`config.mk`:
```
export PLATFORM = sky130hd
export DESIGN_NAME = hilo_div_ctrl
export DESIGN_NICKNAME = d
export VERILOG_FILES = /design/src/rtl/hilo_pkg.sv /design/src/rtl/hilo_reg.sv /design/src/rtl/hilo_div_ctrl.sv
export SDC_FILE = /design/constraint.sdc
export NUM_CORES = 1
export LEC_CHECK = 0
export BUFFER_PORTS_ARGS = -buffer_cell sky130_fd_sc_hd__buf_2
export CAP_MARGIN = 20
export CORE_ASPECT_RATIO = 0.6
export CORE_MARGIN = 3
export CORE_UTILIZATION = 50
export DETAILED_ROUTE_END_ITERATION = 10
export GPL_ROUTABILITY_DRIVEN = 0
export PLACE_DENSITY = 0.9
export SYNTH_ARGS = -nofsm -noshare
export SYNTH_HDL_FRONTEND = slang
export SYNTH_SLANG_ARGS = --single-unit
```
`constraint.sdc`:
```
create_clock -name clk -period 2.5 [get_ports clk]
set_clock_uncertainty 0.2 [all_clocks]
set_input_delay 0.25 -clock clk [delete_from_list [all_inputs] [get_ports clk]]
set_output_delay 0.25 -clock clk [all_outputs]
set_load 0.01 [all_outputs]
```
`src/rtl/hilo_pkg.sv`:
```
// Shared definitions for the HI/LO division sequencer: operation encodings,
// controller state enum and the default datapath width.
package hilo_pkg;

  localparam int HILO_WIDTH = 32;

  localparam logic [2:0] OP_DIV  = 3'd0;
  localparam logic [2:0] OP_DIVU = 3'd1;
  localparam logic [2:0] OP_MTHI = 3'd2;
  localparam logic [2:0] OP_MTLO = 3'd3;
  localparam logic [2:0] OP_MFHI = 3'd4;
  localparam logic [2:0] OP_MFLO = 3'd5;

  typedef enum logic [1:0] {
    ST_IDLE  = 2'd0,
    ST_BUSY  = 2'd1,
    ST_DRAIN = 2'd2
  } state_t;

  function automatic logic is_div_op(input logic [2:0] op);
    return (op == OP_DIV) || (op == OP_DIVU);
  endfunction

endpackage

```
`src/rtl/hilo_reg.sv`:
```
// Architectural HI/LO register pair with independent write enables.
module hilo_reg #(
  parameter int WIDTH = 32
) (
  input  logic             clk,
  input  logic             resetn,
  input  logic             hi_we,
  input  logic [WIDTH-1:0] hi_d,
  input  logic             lo_we,
  input  logic [WIDTH-1:0] lo_d,
  output logic [WIDTH-1:0] hi,
  output logic [WIDTH-1:0] lo
);

  // HI and LO load independently so MTHI/MTLO touch only their own half.
  always_ff @(posedge clk or negedge resetn) begin
    if (!resetn) begin
      hi <= '0;
      lo <= '0;
    end else begin
      if (hi_we) hi <= hi_d;
      if (lo_we) lo <= lo_d;
    end
  end

endmodule

```
`src/rtl/hilo_div_ctrl.sv`:
```
// Sequencer between EX and the iterative divider. Launches DIV/DIVU, stalls
// the pipeline while the divider runs, owns HI/LO and drains divisions that
// were killed by a flush (the divider cannot be aborted).
// Optional build macro: DIV_ZERO_SKIP_EN -- a zero divisor does not launch
// the divider and leaves HI/LO untouched.
module hilo_div_ctrl
  import hilo_pkg::*;
#(
  parameter int WIDTH = HILO_WIDTH
) (
  input  logic             clk,
  input  logic             resetn,
  input  logic             op_valid,
  input  logic [2:0]       op_code,
  input  logic [WIDTH-1:0] op_a,
  input  logic [WIDTH-1:0] op_b,
  input  logic             flush,
  output logic             stall,
  output logic [WIDTH-1:0] hi,
  output logic [WIDTH-1:0] lo,
  output logic             div_start,
  output logic             div_signed,
  output logic [WIDTH-1:0] div_dividend,
  output logic [WIDTH-1:0] div_divisor,
  input  logic             div_done,
  input  logic [WIDTH-1:0] div_quotient,
  input  logic [WIDTH-1:0] div_remainder
);

  state_t           state, state_nxt;
  logic             launch;
  logic             zero_skip;
  logic             done_eff;
  logic             hi_we, lo_we;
  logic [WIDTH-1:0] hi_d, lo_d;

`ifdef DIV_ZERO_SKIP_EN
  assign zero_skip = (op_b == '0);
`else
  assign zero_skip = 1'b0;
`endif

  // A done seen during the launch pulse belongs to no live division.
  assign done_eff = div_done & ~div_start;

  // Next-state, stall and HI/LO write decode.
  always_comb begin
    state_nxt = state;
    launch    = 1'b0;
    stall     = 1'b0;
    hi_we     = 1'b0;
    lo_we     = 1'b0;
    hi_d      = op_a;
    lo_d      = op_a;
    case (state)
      ST_IDLE: begin
        if (op_valid && !flush) begin
          if (is_div_op(op_code) && !zero_skip) begin
            launch    = 1'b1;
            stall     = 1'b1;
            state_nxt = ST_BUSY;
          end else if (op_code == OP_MTHI) begin
            hi_we = 1'b1;
          end else if (op_code == OP_MTLO) begin
            lo_we = 1'b1;
          end
        end
      end
      ST_BUSY: begin
        if (flush) begin
          // A flush coinciding with done finishes the divider; nothing to drain.
          state_nxt = done_eff ? ST_IDLE : ST_DRAIN;
        end else if (done_eff) begin
          hi_we     = 1'b1;
          lo_we     = 1'b1;
          hi_d      = div_remainder;
          lo_d      = div_quotient;
          state_nxt = ST_IDLE;
        end else begin
          stall = 1'b1;
        end
      end
      ST_DRAIN: begin
        stall = op_valid;
        if (done_eff) state_nxt = ST_IDLE;
      end
      default: state_nxt = ST_IDLE;
    endcase
  end

  // State register.
  always_ff @(posedge clk or negedge resetn) begin
    if (!resetn) state <= ST_IDLE;
    else         state <= state_nxt;
  end

  // Launch pulse and operand latch; operands hold until the next launch.
  always_ff @(posedge clk or negedge resetn) begin
    if (!resetn) begin
      div_start    <= 1'b0;
      div_signed   <= 1'b0;
      div_dividend <= '0;
      div_divisor  <= '0;
    end else begin
      div_start <= launch;
      if (launch) begin
        div_signed   <= (op_code == OP_DIV);
        div_dividend <= op_a;
        div_divisor  <= op_b;
      end
    end
  end

  hilo_reg #(.WIDTH(WIDTH)) u_hilo_reg (
    .clk    (clk),
    .resetn (resetn),
    .hi_we  (hi_we),
    .hi_d   (hi_d),
    .lo_we  (lo_we),
    .lo_d   (lo_d),
    .hi     (hi),
    .lo     (lo)
  );

endmodule

```
---- After elaboration in Yosys (flattened, before gate mapping) ----
Cells that the tools add are included.
word-level totals
  word-level logic and storage cells ...... 51
  output and inout port bits .............. 131
  register bits after elaboration ......... 132
  input bits .............................. 136
operators by class
  reduce and logical (&&, ||, !) cells .... 6
  bitwise logic cells ..................... 2
  multiplexer cells ....................... 29
  equality and inequality tests ........... 7
operators by type and width
  operator              number
  $mux W32              6
  $mux W1               14
  $mux W2               5
  $eq A3 B2 Y1 const B  2
  $pmux W2 S3           1
  $ne A2 B2 Y1 const B  2
  $pmux W1 S2           2
  $eq A3 B1 Y1 const B  1
  $logic_not A3 Y1      1
  $pmux W1 S3           1
  $eq A2 B1 Y1 const B  1
  $eq A2 B2 Y1 const B  1
  $logic_not A2 Y1      1
  $reduce_and A2 Y1     1
  $and A1 B1 Y1         1
  $logic_and A1 B1 Y1   1
  $logic_not A1 Y1      1
  $logic_or A1 B1 Y1    1
  $not A1 Y1            1

---- Longest topological paths before layout ----
Gate-level depths: netlist of the first run.
  depth after elaboration ................. 6
  mapped depth ............................ 6
  depth with buffers taken out ............ 3

---- Modules after synthesis ----
From an unflattened synthesis of the first run, not the netlist that was laid out.
unflattened totals
  cells, all modules ...................... 367
  area total of the unflattened synthesis .. 6233.5 µm²
modules (own cells, without submodules)
  module         times used  cells each  area an instance (µm²)
  hilo_div_ctrl  1           231         3543.4
  hilo_reg       1           136         2690.1

---- Worst setup path after synthesis of the first run ----
Ideal clock, no wire load.
  path type ............................... reg2reg
  from .................................... register state[0]
  to ...................................... register div_dividend[11]
  stages on the path, launching flop included .. 6
  setup slack ............................. 0.841 ns
  arrival time ............................ 1.334 ns
  path buffers ............................ 2
  path through ............................ dfrtp_1 nor3_4 nand2_1 buf_6 buf_6 mux2_4
on the way
  longest elaborated chain between the ends .. 2
RTL lines
  what                    line                  RTL
  start, declared         hilo_div_ctrl.sv:30   state_t state, state_nxt;
  start signal, assigned  hilo_div_ctrl.sv:94   else state <= state_nxt;
  $logic_not A2 Y1        hilo_div_ctrl.sv:55   case (state)
  $mux W1                 hilo_div_ctrl.sv:55
  end signal, assigned    hilo_div_ctrl.sv:108  div_dividend <= op_a;
  end, declared           hilo_div_ctrl.sv:23   output logic [WIDTH-1:0] div_dividend,
No other way between the ends.
A chain may end at the register's enable or synchronous reset.

---- Worst setup path after layout of the first run ----
  from .................................... register state[1]
  to ...................................... output port stall
on the way
  longest elaborated chain between the ends .. 2
  elaborated cells between the ends (all ways) .. 4
  classes of those cells .................. 2 x eq/ne; 1 x mux; 1 x reduce/logical
RTL lines
  what                                  line                 RTL
  $eq A2 B2 Y1 (tied with other cells)  hilo_div_ctrl.sv:55
  $pmux W1 S3 (*)                       hilo_div_ctrl.sv:55
  end, declared                         hilo_div_ctrl.sv:18  output logic stall,
Mark *: on every way between the ends. The rest lies on a longest branch, timed or not.

==> metrics, run 1 <==
status finished, final reports clean; Crit. Startpoint state[1]; fmax ~0.44 GHz; Total GRT Usage 0.3471; final setup fails 0; syn nets 708; Clock Pin Slew Worst Setup and Hold Paths 0.06 ns; number of max-cap violations 0; global-route wire length before repair 38920 um; critical setup path kind reg -> out; hold_ws 0.03575 ns; vias in the first global route 6857; non-filler cells, final 1118; M1 WL 9512 um; I/O pins 267; setup ws final 0.2467 ns; residual DRC count 0; # H-tree levels 4; critical path peak fanout 23; Port Buffer Count 266; mapped cell area roughly 6500 um2; worst reg2reg startpoint state[1]; CTS tree yes; area of the die 14470 um2; clk buf depth 2; root buffer cell clkbuf_16; Min-Delay Path Class in -> reg; 1st-iter DRT viols 674; sequential area share after synthesis 0.5073; die height 94.40 um; fin. max-slew vios 0; clk_lat worst skew 0.39 ns; Reg area 3304 um2; largest net degree at the start of global routing between 100 and 150; worst slack, placed between 0.4 and 0.5 ns; Crit. End Element primary output; Tmin final 2.253 ns; PostCTS Resize Cnt 0; syn avg cell area 11.38 um2; nets around 1100; Rel. slew slack 0.4986; layout cell share with drive strength beyond 1 0.4084; placed insts approximately 960; Layout fillers 755; drt pass-1 iters 6; WL final 25610 um; reg2reg setup slack 0.40 ns; Fin Setup TNS 0 ns; die width approximately 150 um; initial antenna violation count 3; Final Hold Fails 0; Via density about 6.0; Mapped Cells 572; Reg2Reg Capture Point u_hilo_reg.lo[18]; global route overflow 0; met2 WL about 12000 um; Netlist cell types 30; Hold Path Depth 3; DRT antenna net count 0; CTS Buf Count 17; met3 wire length 2859 um; combined area of the multi-input logic cells 2785 um2; Crit path arrival time 1.80 ns; Setup Buffers After CTS 0; Ys Warns 0; clock sink count 132; Max VDD drop between 0.4 and 0.5 mV; Initial Util 0.5262; fin crit share 0.9013; Worst Tran Pin Value around 0.75 ns; Final HPWL DP 14920 um; CP endpoint stall; CP Launch Type flip-flop; Area growth syn-to-layout 49.15%; Wirelength per Cell 22.91 um; Core Rows 31; Leakage 4.560 nW; Via Count 6758; Pwr per Cell Area 809.4 nW/um2; hold buffers post-CTS 129; Yosys reg bits 132; uppermost layer routed met5; RSZ-0062 raised after global routing no; Critical Path RT 2.05 ns; R2R depth 4; total core area 12370 um2; HP Start div_done
==> area by class of cell <==
type,instances,share of cell area
antenna,3,0.0007730
clock buffer,19,0.04561
clock inverter,12,0.01366
inverter,3,0.001159
multi-input combinational,370,0.2868
sequential,132,0.3402
tap,165,0.02126
timing repair buffer,414,0.2905
==> cell families (layout without fill, tap and decap cells) <==
logic type | Yosys count | count (layout) | share of synthesized area
buffers and inverters | 70 | 448 | 0.07091
and+or+nand+nor | 173 | 173 | 0.1708
AOI/OAI and AO/OA | 131 | 131 | 0.1141
other | 0 | 3 | 0
muxes | 66 | 66 | 0.1368
DFF | 132 | 132 | 0.5073
==> how the worst min path moves through the flow <==
stage | endpoint | slack (ns)
final | state[1] | 0.04
after global routing | state[1] | 0.04
after CTS | state[1] | 0.02
after detailed placement | u_hilo_reg.lo[4] | 0.21
after global placement | u_hilo_reg.lo[4] | 0.19
after floorplan | div_dividend[0] | -0.25
==> per-stage QoR <==
step | total power [mW] | util | instance area, um2
3_5_place_dp | 5.134 | 0.6334 | 7838
4_1_cts | 7.737 | 0.7843 | 9704
6_report | 7.861 | 0.7849 | 9712
3_3_place_gp | 5.022 | 0.6334 | 7838
5_1_grt | 8.179 | 0.7847 | 9709
2_1_floorplan | 4.118 | - | 6511
==> worst max-delay path, cell delays in order (launching register included) <==
cell and delay [ns]:
dfrtp_2 0.59, buf_4 0.36, a22oi_1 0.14, o22ai_1 0.13, buf_2 0.17
==> cell usage in the layout, fill, tap and decap left out, drive strengths merged <==
| cell | Yosys | final |
|---|---|---|
| a22oi | 1 | 1 |
| a31oi | 64 | 64 |
| a32oi | 1 | 1 |
| and2 | 1 | 1 |
| buf | 35 | 285 |
| bufinv | 0 | 2 |
| clkbuf | 32 | 19 |
| clkinv | 0 | 6 |
| clkinvlp | 0 | 3 |
| dfrtp | 132 | 132 |
| diode | 0 | 3 |
| dlygate4sd3 | 0 | 129 |
| inv | 3 | 4 |
| mux2 | 64 | 64 |
| mux2i | 2 | 2 |
| nand2 | 2 | 2 |
| nand2b | 1 | 1 |
| nand4 | 32 | 32 |
| nand4b | 33 | 33 |
| nand4bb | 2 | 2 |
| nor2 | 1 | 1 |
| nor2b | 32 | 32 |
| nor3 | 65 | 65 |
| nor3b | 1 | 1 |
| nor4b | 1 | 1 |
| o21ai | 64 | 64 |
| o22ai | 1 | 1 |
| or2 | 1 | 1 |
| or3 | 1 | 1 |
==> where the power goes <==
group	total, mW	internal, mW	switching (mW)
Combinational	2.29	1.12	1.17
Sequential	3.10	2.72	0.378
Clock	2.47	1.49	0.977
==> state kept, by name, summed over array words and instances (netlist names) <==
register and count:
div_dividend 32, div_divisor 32, u_hilo_reg.hi 32, u_hilo_reg.lo 32, state 2, div_signed 1
div_start 1
==> metal layers <==
layer,vias to the layer above,GRT usage
met5,-,0
met4,2,0.1193
met3,96,0.09661
met2,566,0.5780
met1,3213,0.4440
li1,2881,-
==> cells in the mapped netlist <==
cell type  number  area, um2
nor2_1          1      3.750
or2_1           1      6.260
nand2_1         2      7.510
buf_1           2      7.510
buf_2           6      30.03
o22ai_1         1      6.260
mux2_2         24      270.3
mux2_4         40      600.6
nor2b_1        32      200.2
nand4b_1       33      289.0
nand4bb_1       2      22.52
nor3_1         64      320.3
clkbuf_1       32      120.1
dfrtp_1       132       3303
a22oi_1         1      7.510
nand2b_1        1      6.260
inv_1           3      11.26
nor3_4          1      16.27
and2_1          1      6.260
nor4b_2         1      15.01
buf_6          24      270.3
mux2i_1         2      20.02
nor3b_2         1      12.51
o21ai_1        23      115.1
o21ai_0        41      205.2
or3_1           1      6.260
nand4_1        32      200.2
a31oi_1        64      400.4
a32oi_1         1      8.760
buf_4           3      22.52
(Power assumes the default switching activity.)
==> inputs of run 2 (changes only) <==
--- a/config.mk
+++ b/config.mk
@@ -9,10 +9,11 @@
 export CAP_MARGIN = 20
 export CORE_ASPECT_RATIO = 0.6
 export CORE_MARGIN = 3
-export CORE_UTILIZATION = 50
+export CORE_UTILIZATION = 43
 export DETAILED_ROUTE_END_ITERATION = 10
 export GPL_ROUTABILITY_DRIVEN = 0
-export PLACE_DENSITY = 0.9
+export PLACE_DENSITY = 0.83
 export SYNTH_ARGS = -nofsm -noshare
 export SYNTH_HDL_FRONTEND = slang
+export SYNTH_HIERARCHICAL = 1
 export SYNTH_SLANG_ARGS = --single-unit
==> constraint.sdc (replaced) <==
create_clock -name clk -period 2 [get_ports clk]
set_clock_uncertainty 0.2 [all_clocks]
set_input_delay 0.2 -clock clk [delete_from_list [all_inputs] [get_ports clk]]
set_output_delay 0.2 -clock clk [all_outputs]
set_load 0.01 [all_outputs]
==> run 2 against run 1 <==
Net effect:
- the run now ends with negative setup slack left
- power up 26%
- synthesized cell count down 36%
- routed wire length down 22%
- final area up 2.4%
- register-to-register slack worse by 0.41 ns
- clock-buffer cell count down 1
- area after synthesis down 4.3%
- sequential power up 25%
- largest power group unchanged
- critical path depth up 1
- utilization down 7.0 points
- global-route usage down 11 points
- clock power up 30%
==> metrics, run 2 <==
status finished, violations left; failing checks negative setup slack; die width 161.4 um (+5.3%); root buffer cell clkbuf_16; Initial Util 0.4480 (-0.07826); most common cell after layout, fill and taps aside buf_2; Min-Delay Path Class in -> reg; ys async rst share 1.000 (unchanged); Crit path arrival time 2.10 ns (+0.30 ns); 1st-iter DRT viols 178 (-74%); Leakage 5.011 nW (+9.9%); Tmin final 2.009 ns; clock sink count 132 (unchanged); most common cell in the synthesized netlist dfrtp_1; total core area 13910 um2 (+12%); EDFF count, synth 0 (unchanged); Clock Pin Slew Worst Setup and Hold Paths 0.06 ns (about the same); fin crit share 1.005; worst slack, placed -0.01690 ns (-0.4477 ns); Pwr per Cell Area 998.0 nW/um2 (+23%); fin. max-slew vios 0 (unchanged); placed cell area 7818 um2 (-0.26%); Total GRT Usage 0.2416 (-0.1055); Area growth syn-to-layout 59.53%; vias in the first global route 5507 (-20%); fmax between 0.4 and 0.5 GHz; most frequent cells in the layout 265 x buf_2, 131 x dfrtp_1, 130 x dlygate4sd3_1; nets 922 (-14%); Mapped Cells 367 (-36%); syn nets 503 (-29%); number of max-cap violations 0 (unchanged); Yosys reg bits 132 (unchanged); top cell type's share of synthesized area 0.5299 (+0.02261); placed insts 818 (-14%); global route overflow 0 (unchanged); Final Hold Fails 0 (unchanged); clk buf depth 2 (unchanged); CP Launch Type flip-flop; n_diodes 0 (-3); Via Count 4878 (-28%); total power 9.924 mW (+26%); Rel. slew slack 0.7006 (+0.2020); mapped cell area 6233 um2 (-4.3%); CTS Buf Count 17 (unchanged); ys flop type dfrtp_1; hold_ws 0.01988 ns (-0.01587 ns); die height 99.26 um (+5.2%); largest net degree at the start of global routing 47 (-65%); area of the die 16020 um2 (+11%); non-filler cells, final 991 (-11%); main area contributors after synthesis dfrtp_1 53%, mux2_4 24%, mux2_2 16%; critical path peak fanout 23 (unchanged); Hold Path Depth 3 (unchanged); Netlist cell types 16 (-47%); clk_lat worst skew 0.40 ns (about the same); Worst Tran Pin Value 0.4491 ns (-0.3029 ns); DRT antenna net count 0 (unchanged); R2R depth 5 (+1); Ys Warns 6 (+6); # H-tree levels 4 (unchanged); residual DRC count 0 (unchanged); sequential area share after synthesis 0.5299 (+0.02261); Core Rows 33 (+6.5%); RSZ-0062 raised after global routing yes; Port Buffer Count 266 (unchanged); WL final 19930 um (-22%); Via density 4.922 (-19%); post-synth top area cell dfrtp_1; Layout fillers 868 (+15%); Crit. End Element flip-flop; layout cell share with drive strength beyond 1 0.6496 (+0.2411); synth cell count leaders 132 x dfrtp_1, 98 x mux2_4, 89 x mux2_2; Critical Path RT 2.09 ns (+0.04 ns); Max VDD drop 0.5075 mV (+4.5%); final setup fails 6 (+6); CTS tree yes; Final HPWL DP 12190 um (-18%); initial antenna violation count 0 (-3); drt pass-1 iters 4 (-2); Final Cell Area 9945 um2 (+2.4%); critical setup path kind reg -> reg; global-route wire length before repair 30190 um (-22%); setup ws final -0.009055 ns (-0.2558 ns); I/O pins 267 (unchanged); Wirelength per Cell 20.11 um (-12%); syn avg cell area 16.98 um2 (+49%)
-- run 2: cell count changes after synthesis, sizes merged, moves of 13 or more --
cell | before | now
buf | 35 | 22
o21ai | 64 | 3
nor3 | 65 | 1
clkbuf | 32 | 0
nor2b | 32 | 2
nand4 | 32 | 0
nand4b | 33 | 0
mux2 | 64 | 194
a31oi | 64 | 0
-- run 2: what timing repair did --
| action | 4_1_cts | 5_1_grt |
|---|---|---|
| hold endpoints to repair | 261 | 0 |
| buffers inserted | 0 | 6 |
| setup endpoints to repair | 30 | 65 |
| hold buffers | 130 | 0 |
| gates cloned | 0 | 5 |
| pin swaps | 0 | 3 |
| resized for setup | 2 | 7 |
-- run 2: critical path, cell delays in order (launching register included) --
cell	delay (ns)
dfrtp_1	0.42
nor3b_4	0.29
nand2_4	0.17
buf_12	0.22
mux2_4	0.31
mux2_4	0.27
-- run 2: per-stage QoR --
step | utilization | setup TNS [ns]
floorplan | - | 0
global placement | 0.5618 | 0
detailed placement | 0.5618 | -0.06661
CTS | 0.6996 | 0
global route | 0.7147 | -2.247
finish | 0.7147 | -0.03019
-- run 2: final cells by class --
type,count,area (um2),area share
Sequential cell,132,3304,0.3323
Timing Repair Buffer,422,3074,0.3091
Multi-Input combinational cell,211,2714,0.2729
Clock buffer,18,429.2,0.04316
Tap cell,192,240.2,0.02416
Clock inverter,14,175.2,0.01761
Inverter,2,7.507,0.0007549
-- run 2: where the power goes --
part	total [mW]	internal, mW	switching, mW
sequential	3.86	3.41	0.459
clock	3.21	1.98	1.24
combinational	2.85	1.63	1.21
total	9.92	7.01	2.91
-- run 2: cells by family (layout without fill, tap and decap cells) --
| group | count (synthesis) | in the layout | synth area share |
|---|---|---|---|
| flip-flops | 132 | 132 | 0.5299 |
| multiplexers | 194 | 194 | 0.4095 |
| AO/OA/AOI/OAI | 3 | 3 | 0.002408 |
| AND/OR/NAND/NOR | 14 | 14 | 0.01385 |
| buffers and inverters | 24 | 456 | 0.04436 |
-- run 2: worst paths after layout --
check                               start           endpoint  slack [ns]
hold / removal                 op_code[0]         div_signed        0.02
max in group asynchronous          resetn  u_hilo_reg/hi[16]        0.89
setup reg to reg                 state[0]  u_hilo_reg/hi[18]      -0.009
min in group asynchronous          resetn    div_divisor[11]        0.09
setup / recovery                 state[0]  u_hilo_reg/hi[18]      -0.009
hold reg to reg            div_divisor[0]     div_divisor[0]        0.29
-- run 2: layer usage --
metal  vias to the layer above  GRT usage  wire [um]
met5                         -          0          0
met4                         0    0.07865        425
met3                        42    0.08864       1565
met2                       225     0.4313       9952
met1                      2467     0.2704       7987
li1                       2144          -          -
==> inputs of run 3 (changes only) <==
--- a/config.mk
+++ b/config.mk
@@ -9,10 +9,10 @@
 export CAP_MARGIN = 20
 export CORE_ASPECT_RATIO = 0.6
 export CORE_MARGIN = 3
-export CORE_UTILIZATION = 43
+export CORE_UTILIZATION = 48
 export DETAILED_ROUTE_END_ITERATION = 10
 export GPL_ROUTABILITY_DRIVEN = 0
-export PLACE_DENSITY = 0.83
+export PLACE_DENSITY = 0.87
 export SYNTH_ARGS = -nofsm -noshare
 export SYNTH_HDL_FRONTEND = slang
 export SYNTH_HIERARCHICAL = 1
==> constraint.sdc (replaced) <==
create_clock -name clk -period 2.2 [get_ports clk]
set_clock_uncertainty 0.2 [all_clocks]
set_input_delay 0.22 -clock clk [delete_from_list [all_inputs] [get_ports clk]]
set_output_delay 0.22 -clock clk [all_outputs]
set_load 0.01 [all_outputs]
==> run 3 against run 2 <==
Net effect:
- the flow now finishes without violations
- sequential share of layout area increased by 1.1 points
- highest routed layer unchanged
- sequential power decreased by 8.5%
- via count increased by 1.2%
- final area decreased by 3.1%
- flip-flop and latch count unchanged
- maximum frequency decreased by 2.9%
- clock power decreased by 7.2%
- critical path type unchanged
- routed wire length decreased by 0.71%
- utilization increased by 6.4 points
==> metrics, run 3 (same netlist as run 2, synthesis figures left out) <==
status finished, final reports clean; Critical Path RT 2.28 ns (+0.19 ns); layout cell share with drive strength beyond 1 0.6424 (-0.007161); P_sw 2.702 mW (-7.1%); critical path peak fanout 18 (-22%); global-route wire length before repair 30990 um (+2.6%); Final Hold Fails 0 (unchanged); clock sink count 132 (unchanged); RSZ-0062 raised after global routing no; CTS Buf Count 17 (unchanged); Leakage 4.886 nW (-2.5%); initial antenna violation count 0 (unchanged); Crit. End Element flip-flop; hold buffers post-CTS 129 (-0.77%); Min-Delay Path Class in -> reg; Initial Util 0.5038 (+0.05581); Worst Tran Pin Value 0.5095 ns (+0.06037 ns); 1st-iter DRT viols 224 (+26%); Via Count 4935 (+1.2%); Layout fillers 674 (-22%); Total GRT Usage 0.2758 (+0.03421); Final HPWL DP 11580 um (-5.0%); switch share 0.2980 (+0.004828); n_diodes 0 (unchanged); final setup fails 0 (-6); die height 94.27 um (-5.0%); die width 153.1 um (-5.2%); WL final 19790 um (-0.71%); Reg area 3303 um2 (about the same); Setup Buffers After CTS 0 (unchanged); root buffer cell clkbuf_16; Pwr per Cell Area 941.4 nW/um2 (-5.7%); Area growth syn-to-layout 54.52%; Gate power share 0.282 (-0.005); Core Rows 31 (-6.1%); Max VDD drop 0.5455 mV (+7.5%); number of max-cap violations 0 (unchanged); crit-path max cell delay 0.41 ns (about the same); vias in the first global route 5594 (+1.6%); CTS tree yes; largest net degree at the start of global routing 58 (+23%); nets 906 (-1.7%); Crit path arrival time 2.15 ns (+0.05 ns); area of the die 14430 um2 (-9.9%); CP max stage cell dfrtp_1; Tmin final 2.069 ns (+0.06033 ns); fin. max-slew vios 0 (unchanged); drt pass-1 iters 4 (unchanged); residual DRC count 0 (unchanged); fmax 0.4832 GHz (-2.9%); Sequential Power Share 0.389 (about the same); I/O pins 267 (unchanged); clk buf depth 2 (unchanged); PostCTS Resize Cnt 0 (-2); global route overflow 0 (unchanged); Port Buffer Count 266 (unchanged); critical setup path kind reg -> reg; most common cell after layout, fill and taps aside buf_2; non-filler cells, final 948 (-4.3%); Rel. slew slack 0.6603 (-0.04025); # H-tree levels 4 (unchanged); placed insts 787 (-3.8%); Fin Setup TNS 0 ns (+0.03019 ns); CP Launch Type flip-flop; Clk network pwr share 0.329 (+0.005); DRT antenna net count 0 (unchanged); most frequent cells in the layout 265 x buf_2, 132 x dfrtp_1, 129 x dlygate4sd3_1; clk_lat worst skew 0.40 ns (about the same); total core area 12370 um2 (-11%); Cell Int Power 6.365 mW (-9.3%); critical path, cell by cell nor3b_2 -> nand3_1 -> o21ai_4 -> buf_12 -> mux2_2; Wirelength per Cell 20.88 um (+3.8%); fin crit share 0.9406 (-0.06390); Via density 5.206 (+5.8%); combined area of the multi-input logic cells 2686 um2 (-1.0%); Clock Pin Slew Worst Setup and Hold Paths 0.06 ns (about the same)
==> run 3: cell count changes in the layout (fill, tap and decap cells not counted), moves of 2 or more <==
cell,delta
clkbuf_16,-5
buf_4,-4
buf_6,-3
mux2_2,+3
mux2_4,-3
buf_12,-2
clkinvlp_4,-2
inv_8,+2
==> run 3: power groups by stage <==
stage,combinational (mW),sequential [mW],clock [mW]
after global placement,2.24,3.46,0
after floorplan,0.921,3.78,0
after CTS,2.49,3.48,3.02
final,2.56,3.53,2.98
after global routing,2.71,3.59,3.14
after detailed placement,2.31,3.50,0
==> run 3: layout make-up <==
cell class,instances,share of cell area
clock inverter,15,0.02026
sequential,132,0.3429
multi-input combinational,211,0.2789
tap,165,0.02143
inverter,2,0.0007794
timing repair buffer,406,0.2915
clock buffer,17,0.04417
==> run 3: critical path, delay by kind of cell, from the launching register on <==
kind,cells,cell delay (ns)
simple gates,2,0.48
flops,1,0.41
mux,1,0.36
compound gates,1,0.26
buf+inv,1,0.22
==> run 3: path summary, 6_finish.rpt <==
check / depth (start not counted) / startpoint / slack (ns) / to
max: 5 / state[0] / 0.13 / u_hilo_reg/lo[31]
min: 4 / flush / 0.03 / state[1]
max reg2reg: 5 / state[0] / 0.13 / u_hilo_reg/lo[31]
min reg2reg: 1 / div_divisor[16] / 0.30 / div_divisor[16]
max in group asynchronous: 3 / resetn / 1.01 / u_hilo_reg/hi[19]
min in group asynchronous: 2 / resetn / 0.15 / div_divisor[9]
==> run 3: metrics by stage <==
stage,power [mW],util,setup WS [ns],area (um2),hold WS [ns]
2_1_floorplan,4.699,-,0.2322,6233,-0.2756
3_3_place_gp,5.704,0.6239,0.2328,7720,0.009950
3_5_place_dp,5.804,0.6239,0.1319,7720,0.01611
4_1_cts,8.990,0.7784,0.1220,9632,0.004390
5_1_grt,9.447,0.7784,0.03158,9632,0.02680
6_report,9.068,0.7784,0.1306,9632,0.02627
==> run 3: metal layers <==
layer	part of all wire	vias up	track usage
met5	0	-	0
met4	0.026	0	0.09044
met2	0.51	243	0.4989
met1	0.39	2527	0.3214
met3	0.069	44	0.07455
li1	-	2121	-
